**config.mk**
```make
export PLATFORM = sky130hd
export DESIGN_NAME = spi_flash_op_seq
export DESIGN_NICKNAME = d
export VERILOG_FILES = /design/src/rtl/spi_flash_op_seq.sv
export SDC_FILE = /design/constraint.sdc
export NUM_CORES = 1
export LEC_CHECK = 0
export CAP_MARGIN = 40
export CORE_MARGIN = 1
export CORE_UTILIZATION = 50
export DETAILED_ROUTE_END_ITERATION = 16
export GPL_TIMING_DRIVEN = 0
export PLACE_DENSITY = 0.82
export SLEW_MARGIN = 10
export SYNTH_ARGS = -nofsm -noshare
export SYNTH_HDL_FRONTEND = slang
export SYNTH_SLANG_ARGS = --single-unit
```
**constraint.sdc**
```tcl
create_clock -name clk -period 4.8 [get_ports clk]
set_clock_uncertainty 0.05 [all_clocks]
set_input_delay 0.96 -clock clk [delete_from_list [all_inputs] [get_ports clk]]
set_output_delay 0.96 -clock clk [all_outputs]
set_load 0.005 [all_outputs]
```
**src/rtl/spi_flash_op_seq.sv**
```systemverilog
// spi_flash_op_seq: WREN -> sector erase / page program -> RDSR poll for a W25Q16.
// Define SEQ_TIMEOUT_EN to bound RDSR polling at POLL_MAX and flag err on timeout.
module spi_flash_op_seq #(
    parameter logic [8:0]  PAGE_BYTES = 9'd256,
    parameter logic [7:0]  POLL_GAP   = 8'd50,
    parameter logic [15:0] POLL_MAX   = 16'd60000
) (
    input  logic        clk,
    input  logic        rst_n,
    input  logic        req_erase,
    input  logic        req_prog,
    input  logic [23:0] addr,
    input  logic [7:0]  wr_byte,
    output logic        data_rd,
    output logic        busy,
    output logic        done,
    output logic        err,
    output logic [7:0]  status,
    output logic        spi_start,
    output logic [1:0]  spi_cmd,
    output logic [7:0]  spi_width,
    output logic [31:0] spi_wrdata,
    output logic        spi_keep_cs,
    input  logic [7:0]  spi_rddata,
    input  logic        spi_done
);
    localparam logic [7:0] OP_WREN = 8'h06;
    localparam logic [7:0] OP_SE   = 8'h20;
    localparam logic [7:0] OP_PP   = 8'h02;
    localparam logic [7:0] OP_RDSR = 8'h05;
    localparam logic [1:0] CMD_WR  = 2'b00;
    localparam logic [1:0] CMD_WRRD = 2'b01;

    typedef enum logic [3:0] {
        S_IDLE, S_WREN_W, S_OP, S_OP_W, S_DREQ, S_DATA, S_DSEND,
        S_DATA_W, S_RDSR, S_RDSR_W, S_GAP, S_DONE
    } state_t;

    state_t      state_q;
    logic        prog_q;
    logic [23:0] addr_q;
    logic [8:0]  cnt_q;
    logic [7:0]  gap_q;
    logic        last_byte;
    logic        gap_last;
    logic        poll_out;

    assign last_byte = (cnt_q == PAGE_BYTES - 9'd1);
    assign gap_last  = ({1'b0, gap_q} + 9'd1 >= {1'b0, POLL_GAP});

`ifdef SEQ_TIMEOUT_EN
    logic [15:0] poll_q;
    assign poll_out = (poll_q >= POLL_MAX);
`else
    logic unused_poll_max;
    assign unused_poll_max = ^POLL_MAX;
    assign poll_out = 1'b0;
    assign err = 1'b0;
`endif

    always_ff @(posedge clk or negedge rst_n) begin
        if (!rst_n) begin
            state_q     <= S_IDLE;
            prog_q      <= 1'b0;
            addr_q      <= '0;
            cnt_q       <= '0;
            gap_q       <= '0;
            busy        <= 1'b0;
            done        <= 1'b0;
            data_rd     <= 1'b0;
            status      <= '0;
            spi_start   <= 1'b0;
            spi_cmd     <= '0;
            spi_width   <= '0;
            spi_wrdata  <= '0;
            spi_keep_cs <= 1'b0;
`ifdef SEQ_TIMEOUT_EN
            poll_q      <= '0;
            err         <= 1'b0;
`endif
        end else begin
            spi_start <= 1'b0;
            data_rd   <= 1'b0;
            done      <= 1'b0;
            unique case (state_q)
                S_IDLE: if (req_erase || req_prog) begin
                    // WREN is launched from the accept edge itself
                    prog_q      <= ~req_erase;
                    addr_q      <= addr;
                    busy        <= 1'b1;
                    cnt_q       <= '0;
                    spi_start   <= 1'b1;
                    spi_cmd     <= CMD_WR;
                    spi_width   <= 8'd8;
                    spi_wrdata  <= {OP_WREN, 24'h0};
                    spi_keep_cs <= 1'b0;
                    state_q     <= S_WREN_W;
`ifdef SEQ_TIMEOUT_EN
                    poll_q      <= '0;
                    err         <= 1'b0;
`endif
                end
                S_WREN_W: if (spi_done) state_q <= S_OP;
                S_OP: begin
                    spi_start   <= 1'b1;
                    spi_cmd     <= CMD_WR;
                    spi_width   <= 8'd32;
                    spi_wrdata  <= {prog_q ? OP_PP : OP_SE, addr_q};
                    spi_keep_cs <= prog_q;
                    state_q     <= S_OP_W;
                end
                S_OP_W: if (spi_done) state_q <= prog_q ? S_DREQ : S_RDSR;
                S_DREQ: begin
                    data_rd <= 1'b1;
                    state_q <= S_DATA;
                end
                S_DATA: state_q <= S_DSEND;
                S_DSEND: begin
                    spi_start   <= 1'b1;
                    spi_cmd     <= CMD_WR;
                    spi_width   <= 8'd8;
                    spi_wrdata  <= {wr_byte, 24'h0};
                    spi_keep_cs <= ~last_byte;
                    state_q     <= S_DATA_W;
                end
                S_DATA_W: if (spi_done) begin
                    if (last_byte) begin
                        cnt_q   <= '0;
                        state_q <= S_RDSR;
                    end else begin
                        cnt_q   <= cnt_q + 9'd1;
                        state_q <= S_DREQ;
                    end
                end
                S_RDSR: begin
                    spi_start   <= 1'b1;
                    spi_cmd     <= CMD_WRRD;
                    spi_width   <= 8'd8;
                    spi_wrdata  <= {OP_RDSR, 24'h0};
                    spi_keep_cs <= 1'b0;
                    state_q     <= S_RDSR_W;
`ifdef SEQ_TIMEOUT_EN
                    poll_q      <= poll_q + 16'd1;
`endif
                end
                S_RDSR_W: if (spi_done) begin
                    status <= spi_rddata;
                    if (!spi_rddata[0]) begin
                        state_q <= S_DONE;
                    end else if (poll_out) begin
`ifdef SEQ_TIMEOUT_EN
                        err     <= 1'b1;
`endif
                        state_q <= S_DONE;
                    end else begin
                        gap_q   <= '0;
                        state_q <= S_GAP;
                    end
                end
                S_GAP: begin
                    if (gap_last) state_q <= S_RDSR;
                    else          gap_q   <= gap_q + 8'd1;
                end
                S_DONE: begin
                    done    <= 1'b1;
                    busy    <= 1'b0;
                    state_q <= S_IDLE;
                end
                default: state_q <= S_IDLE;
            endcase
        end
    end
endmodule

```
Word level (Yosys, flattened, before mapping):

Cells that the tools add are included.

* register bits after elaboration: 101
* latch bits: 0
* RAM bits: 0
* memory bits (read-only): 0
* input port bits: 45
* output and inout bits: 56
* logic and storage cells: 93
* memories kept: 0

* $add $sub $neg: 3
* multiply operators: 0
* divide/modulo/power cells: 0
* magnitude comparators: 1
* equal/unequal tests: 20
* shift operators: 0
* mux-type cells: 33
* bitwise logic cells: 2
* reductions and logical operators: 20

Operator list (count)
* 32-bit case mux with 4 select lines: 1
* 4-bit case mux with 11 select lines: 1
* 32-bit two-way mux: 1
* 4-bit two-way mux: 8
* 8-bit two-way mux: 4
* 9-bit two-way mux: 3
* 8-bit case mux with 3 select lines: 1
* 9-bit case mux with 2 select lines: 1
* 4-bit by 3-bit == test with 1-bit output (second input constant): 4
* 4-bit == test (second input constant): 4
* 2-bit != test (second input constant): 8
* 8-bit case mux with 2 select lines: 1
* 2-bit AND reduction: 6
* 8-bit by 1-bit adder with 9-bit output (second input constant): 1
* 9-bit by 1-bit adder with 9-bit output (second input constant): 1
* 9-bit by 8-bit == test with 1-bit output (second input constant): 1
* 9-bit by 6-bit >= comparator with 1-bit output (second input constant): 1
* 8-bit by 1-bit adder with 8-bit output (second input constant): 1
* 4-bit by 2-bit == test with 1-bit output (second input constant): 2
* 1-bit two-way mux: 6
* 6-bit two-way mux: 1
* 2-bit case mux with 3 select lines: 1
* 6-bit AND reduction: 1
* 2-bit nonzero test: 3
* other kinds (13): 17

Depth between registers and ports, before layout:

Gate-level depths: netlist of the first run.

* word-level depth: 4
* gate-level depth with buffers: 8
* mapped depth without buffers: 7

Worst setup path after synthesis of the first run:

OpenSTA, ideal clock, no wires.

* kind: input -> register
* start point: input port req_prog
* end point: register addr_q[10]
* library setup time: 0.125 ns
* arrival time: 2.011 ns
* required time: 4.625 ns
* slack: 2.614 ns
* stages on the path: 5
* path buffers: 2
* cells stage by stage: or2_2 and2_1 buf_2 buf_2 mux2_2

* longest elaborated chain between the ends: 2

RTL lines
* from (decl): RTL line 11 `input logic req_prog,`
* 1-bit logical OR: RTL line 86 `S_IDLE: if (req_erase || req_prog) begin`
* 2-bit AND reduction (no source line)
* to (signal assigned): RTL line 89 `addr_q <= addr;`
* to (decl): RTL line 41 `logic [23:0] addr_q;`

No other way between the ends.
A chain may end at the register's enable or synchronous reset.

Worst setup path in the final report of the first run:

* start point: input port req_prog
* end point: register spi_wrdata[20]

* longest elaborated chain between the ends: 3

RTL lines
* 1-bit logical OR: RTL line 86
* 2-bit != test (no source line)
* 2-bit AND reduction (no source line)
* to (signal assigned): RTL line 95 `spi_wrdata <= {OP_WREN, 24'h0};`
* to (signal assigned): RTL line 108 `spi_wrdata <= {prog_q ? OP_PP : OP_SE, addr_q};`
* to (signal assigned): RTL line 122 `spi_wrdata <= {wr_byte, 24'h0};`
* to (decl): RTL line 22 `output logic [31:0] spi_wrdata,`

No other way between the ends.

==> results of run 1 <==
## routing by layer
metal  global-route usage [%]  routed length [um]  up-vias
met5                        0                   0        -
met2                     37.6                4630      112
li1                         -                   -     1502
met3                     4.23                 450       20
met4                     9.87                 260        0
met1                     29.7                3960     1614
## registers in the layout (all words and copies together) (netlist names)
| signal | cells |
|---|---|
| spi_wrdata | 32 |
| addr_q | 24 |
| gap_q | 8 |
| cnt_q | 9 |
| spi_start | 1 |
| data_rd | 1 |
| spi_cmd | 1 |
| spi_width | 2 |
| spi_keep_cs | 1 |
| state_q | 4 |
| prog_q | 1 |
| busy | 1 |
| status | 8 |
| done | 1 |
## cell type report
type | count | area [um^2]
fill | 560 | 2420
clock inverter | 7 | 65.1
timing repair buffer | 93 | 946
buffer | 30 | 174
multi-input combinational | 229 | 1640
sequential | 94 | 2350
clock buffer | 9 | 124
inverter | 10 | 37.5
tap | 102 | 128
## cells by family (layout without fill, tap and decap cells)
group           count (synthesis)  count (layout)  synth area share (%)
compound gates                 90              90                  15.7
xor+xnor                        2               2                 0.419
fa+ha+maj                       3               3                 0.899
buf+inv                        40             149                  5.06
flops                          94              94                  56.3
mux                            35              35                  9.32
other cells                     1               8                0.0898
simple gates                   91              91                  12.2
## worst paths after layout
kind                            from             end  slack (ns)
max                         req_prog  spi_wrdata[20]        1.97
min                        addr_q[4]   spi_wrdata[4]        0.44
max reg2reg                 gap_q[0]        gap_q[5]        2.46
min reg2reg                addr_q[4]   spi_wrdata[4]        0.44
max in group asynchronous      rst_n       addr_q[1]        3.54
min in group asynchronous      rst_n            done        0.54
## synthesized netlist by cell type (3+ instances only)
master / n / share of area [%]
mux2_2: 31 / 8.4
nor2b_1: 8 / 1.2
o21ai_0: 20 / 2.4
buf_2: 10 / 1.2
inv_1: 10 / 0.90
a21oi_1: 8 / 0.96
a31o_1: 4 / 0.84
and3_1: 6 / 0.90
buf_4: 9 / 1.6
nor2_1: 13 / 1.2
nand3_1: 6 / 0.72
ha_1: 3 / 0.90
and2_1: 4 / 0.60
dfrtp_1: 94 / 56
o31ai_1: 4 / 0.72
mux2i_1: 4 / 0.96
a22o_1: 28 / 5.9
a31oi_1: 4 / 0.60
clkbuf_1: 8 / 0.72
nand2b_1: 5 / 0.75
nor3_1: 9 / 1.1
nand2_1: 20 / 1.8
## through the flow
step / area, um^2 / utilization, %
after floorplan: 4200 / -
after global routing: 5470 / 69.4
final: 5470 / 69.4
after detailed placement: 5280 / 67.0
after CTS: 5470 / 69.4
after global placement: 5250 / 66.6
## worst register-to-register path, delay by kind of cell, from the launching register on
| kind | cells | cell delay (ns) |
|---|---|---|
| simple gates | 3 | 0.77 |
| compound gates | 2 | 0.43 |
| buf+inv | 2 | 0.36 |
| flops | 1 | 0.46 |
| fa+ha+maj | 1 | 0.17 |
## power breakdown
| part | internal [W] | switching [W] | total (W) |
|---|---|---|---|
| Clock | 0.000201 | 0.000298 | 0.000500 |
| Sequential | 0.00106 | 0.000164 | 0.00123 |
| Combinational | 0.000643 | 0.000562 | 0.00120 |
| Total | 0.00191 | 0.00102 | 0.00293 |
==> impl_metrics.csv, run 1 <==
group,metric,value,unit
route,route.detailed.drc,0,
grt,grt_usage,22.9,%
cts,clockBufferDepth,2,
critical_path,crit_family,"buffers and inverters",
cts,postCtsSetupBuffers,0,
sta,tns,0,ns
cts,numCtsBuffers,9,
place,place_inst,558,
power,peakVddDrop,0.000321,V
status,status,"completed",
route,postRouteAntennaNets,0,
synthesis,synth_enable_flop_cells,0,
grt,grt_max_degree,51,
critical_path,setup.worst_path.class,"input pin to flip-flop",
route,wire_per_inst,16.2,um
cts,clk_pin_slew,0.10,ns
synthesis,syn_area_per_cell,11.7,um^2
grt,antenna_found_initial,0,
grt,overflow,0,
route,drt-pass1-iter-count,5,
route,drt-initial-drc-count,260,
sta,worstMarginPinSlew,0.806,ns
die,start_util,53.0,%
route,dr_total_vias,3248,
critical_path,slowest_stage,"o21ai_1",
finish,layout_common_cells,"94 x dfrtp_1, 91 x clkdlybuf4s50_1, 31 x mux2_2",
critical_path,cpPeakStageDelay,0.57,ns
synthesis,ys_warn_count,0,
cts,cts_resized,0,
power,power_density,536,nW/um^2
cts,cts_sinks,94,
critical_path,worst-path-stages,6,
cts,cts_htree_levels,3,
critical_path,reg2reg_depth,8,
sta,setup_viol,0,
power,p_leak,2.45,nW
critical_path,path_buf_inv,2,
sta,period_needed,2.83,ns
finish,area_growth,31.0,%
critical_path,critical_path_required,5.04,ns
critical_path,cp.arrival,3.06,ns
synthesis,ys.flop_type,"dfrtp_1",
place,dp_hpwl,6700,um
finish,final_common_cell,"dfrtp_1",
cts,root_buffer,"clkbuf_8",
sta,hold_viol_final,0,
grt,grt_pass1_vias,3133,
critical_path,endpoint_kind,"flip-flop",
synthesis,yosysSeqAreaShare,56.3,%
synthesis,synthArstFlopShare,100,%
synthesis,syn_inst,356,
die,fp.dieW,93.4,um
critical_path,start_kind,"input pin",
die,num_rows,32,
route,drt_wl_total,9300,um
critical_path,path_cells,"clkdlybuf4s50_1, nor3_1, nor2_1, o21ai_1, clkbuf_1, a22o_1",
sta,grt_setup_unrepaired,"false",
sta,max_freq,0.354,GHz
finish,drive_above_1_share,16.3,%
cts,cts_tree,"built",
place,port-buffer-count,92,
finish,diodes,0,
synthesis,ys_ff_latch,94,
cts,clk_latency,0.35,ns
cts,cts_hold_buf,0,
place,place.gp.congestion,0.928,
flow_run,maxCapViolCount,0,
sta,holdWs,0.444,ns
route,vias_per_cell,5.66,
finish,instances_no_fill,574,
die,ios,101,
die,die_area,8720,um^2
power,finalPower,0.00293,W
sta,slew_headroom,46.0,%
synthesis,ys_types,60,
finish,layout.nets,515,
die,core-area,7890,um^2
die,die_y,93.4,um
worst_hold_path,worstHoldPathCells,1,
sta,final_max_slew_viol_count,0,
critical_path,critPathMaxFanout,10,
synthesis,netlist_area,4180,um^2
sta,finalCritPeriodShare,58.9,%
grt,grt_first_pass_wirelength,15300,um
worst_hold_path,hold_class,"flip-flop to flip-flop",
sta,worst_slack,1.97,ns
place,pre_cts_ws,1.58,ns
No activity file was read; power rests on OpenSTA's default activity.
==> inputs of run 2 (changes only) <==
==> constraint.sdc (replaced) <==
create_clock -name clk -period 2.7 [get_ports clk]
set_clock_uncertainty 0.05 [all_clocks]
set_input_delay 0.54 -clock clk [delete_from_list [all_inputs] [get_ports clk]]
set_output_delay 0.54 -clock clk [all_outputs]
set_load 0.005 [all_outputs]
==> results of run 2 <==
Same layout as run 1 (identical final DEF). Status: completed.
Among the figures that moved: setup slack after placement 1.58 ns -> -0.102 ns; setup slack after layout 1.97 ns -> 0.295 ns; hold slack 0.444 ns -> 0.122 ns; register-to-register setup slack 2.46 ns -> 0.36 ns; total power 0.00293 W -> 0.00521 W; worst IR drop on VDD 0.000321 V -> 0.000571 V
==> inputs of run 3 (changes only) <==
--- a/config.mk
+++ b/config.mk
@@ -11,7 +11,7 @@
 export DETAILED_ROUTE_END_ITERATION = 16
 export GPL_TIMING_DRIVEN = 0
 export PLACE_DENSITY = 0.82
-export SLEW_MARGIN = 10
+export SLEW_MARGIN = 20
 export SYNTH_ARGS = -nofsm -noshare
 export SYNTH_HDL_FRONTEND = slang
 export SYNTH_SLANG_ARGS = --single-unit
==> run 3 against run 2 <==
Final area up 0.16%; maximum frequency fell by 2.1%; count of clock-buffer cells in the layout stayed put; utilization up 0.11 points; sequential power about the same; non-clock buffer count is 1 higher; setup slack lost 0.051 ns; clock power up 0.7%; via count shrank 0.86%; critical endpoint unchanged.
==> impl_metrics.csv, run 3 (synthesized netlist as in run 1, its figures left out) <==
group,metric,value,unit
status,status,"completed",
grt,groute.layer.met3.usage,4.15,%
cts,cts_hold_buf,0,
grt,grt_util_met2,37.7,%
grt,grt_usage,22.8,%
grt,antenna_found_initial,0,
power,sw_frac_of_total,35.1,%
worst_hold_path,hold_class,"input pin to asynchronous set/reset pin",
sta,worstMarginPinSlew,0.786,ns
finish,fillers,551,
grt,overflow,0,
route,vias_per_cell,5.60,
sta,slew_headroom,47.3,%
cts,numCtsBuffers,9,
place,dp_hpwl,6700,um
die,core-area,7890,um^2
route,postRouteAntennaNets,0,
finish,area_growth,31.2,%
sta,tns,0,ns
grt,grt_first_pass_wirelength,15200,um
die,start_util,53.0,%
cts,cts_htree_levels,3,
sta,setup_viol,0,
power,power_frac_comb,41.2,%
die,ios,101,
grt,grt_max_degree,51,
cts,cts_resized,0,
sta,hold_viol_final,0,
power,netSwitchingPower,0.00184,W
finish,largestRegisters,"spi_wrdata (32), addr_q (24), cnt_q (9)",
critical_path,critPathMaxFanout,10,
flow_run,maxCapViolCount,0,
finish,instances_no_fill,575,
place,port-buffer-count,92,
power,power_density,956,nW/um^2
die,num_rows,32,
route,dr_total_vias,3220,
finish,layout.nets,516,
cts,clockBufferDepth,2,
grt,grt_pass1_vias,3100,
cts,root_buffer,"clkbuf_8",
route,route.detailed.drc,0,
critical_path,endpoint_kind,"flip-flop",
die,fp.dieW,93.4,um
sta,max_freq,0.407,GHz
route,drt-initial-drc-count,197,
sta,period_needed,2.46,ns
power,peakVddDrop,0.000530,V
route,drt-pass1-iter-count,4,
cts,cts_tree,"built",
finish,final_common_cell,"dfrtp_1",
route,drt_wl_total,9390,um
sta,grt_setup_unrepaired,"false",
critical_path,setup.worst_path.class,"input pin to flip-flop",
finish,largest_reg_flops,32,
power,p_leak,2.45,nW
finish,diodes,0,
route,wire_per_inst,16.3,um
finish,drive_above_1_share,16.5,%
die,die_area,8720,um^2
place,place.gp.congestion,0.928,
power,pwr-share-seq,41.8,%
finish,layout_common_cells,"94 x dfrtp_1, 91 x clkdlybuf4s50_1, 31 x mux2_2",
sta,final_max_slew_viol_count,0,
critical_path,cp.arrival,2.70,ns
power,finalPower,0.00524,W
grt,grt_util_met1,29.7,%
power,clkPwrFrac,17.1,%
die,die_y,93.4,um
cts,clk_pin_slew,0.10,ns
place,place_inst,558,
power,intPower,0.00340,W
finish,top_register,"spi_wrdata",
sta,finalCritPeriodShare,91.0,%
critical_path,critical_path_required,2.94,ns
cts,postCtsSetupBuffers,0,
critical_path,start_kind,"input pin",
cts,clk_latency,0.35,ns
cts,cts_sinks,94,
grt,busiest_layer,"met2",
## run 3: area by class of cell
cell class | instances | area [um^2] | share of cell area (%)
flip-flops and latches | 94 | 2350 | 42.9
multi-input cells | 229 | 1640 | 30.0
repair buffers | 94 | 957 | 17.5
plain buffers | 30 | 174 | 3.17
well taps | 102 | 128 | 2.33
clock buffers | 9 | 124 | 2.26
clock inverters | 7 | 62.6 | 1.14
inverters | 10 | 37.5 | 0.685
## run 3: path summary, 6_finish.rpt
path / end / start / slack (ns) / cells after the start
max in group asynchronous: spi_wrdata[7] / rst_n / 2.00 / 2
worst min register to register: spi_width[5] / spi_width[5] / 0.45 / 1
min in group clk: spi_width[5] / spi_width[5] / 0.45 / 1
worst max-delay path: spi_wrdata[20] / req_prog / 0.24 / 6
worst min-delay path: done / rst_n / 0.04 / 1
worst max register to register: gap_q[2] / gap_q[0] / 0.34 / 8
## run 3: power groups by stage
stage	Sequential (W)	Combinational (W)	Clock, W
floorplan	0.00216	0.00127	0
global placement	0.00219	0.00206	0
detailed placement	0.00221	0.00214	0
global route	0.00225	0.00235	0.000972
finish	0.00219	0.00216	0.000894
CTS	0.00219	0.00216	0.000911
## run 3: per-stage QoR
stage | hold slack [ns] | utilization, % | area, um^2 | setup WS, ns
floorplan | 0.194 | - | 4200 | 0.628
global placement | 0.416 | 66.6 | 5250 | -2.28
detailed placement | 0.424 | 67.0 | 5290 | -0.0767
CTS | 0.0473 | 69.4 | 5470 | 0.279
global route | 0.0597 | 69.5 | 5480 | 0.0855
finish | 0.0388 | 69.5 | 5480 | 0.243
## run 3: metal layers
metal	wire (um)	part of all wire (%)
met5	0	0
met4	272	2.9
met3	476	5.1
met2	4650	50
met1	3990	42
## run 3: critical path, cell delays in order
cell and delay, ns:
clkdlybuf4s50_1 0.44, nor3_1 0.34, nor2_1 0.08, o21ai_1 0.63
clkbuf_1 0.45, a22o_1 0.22
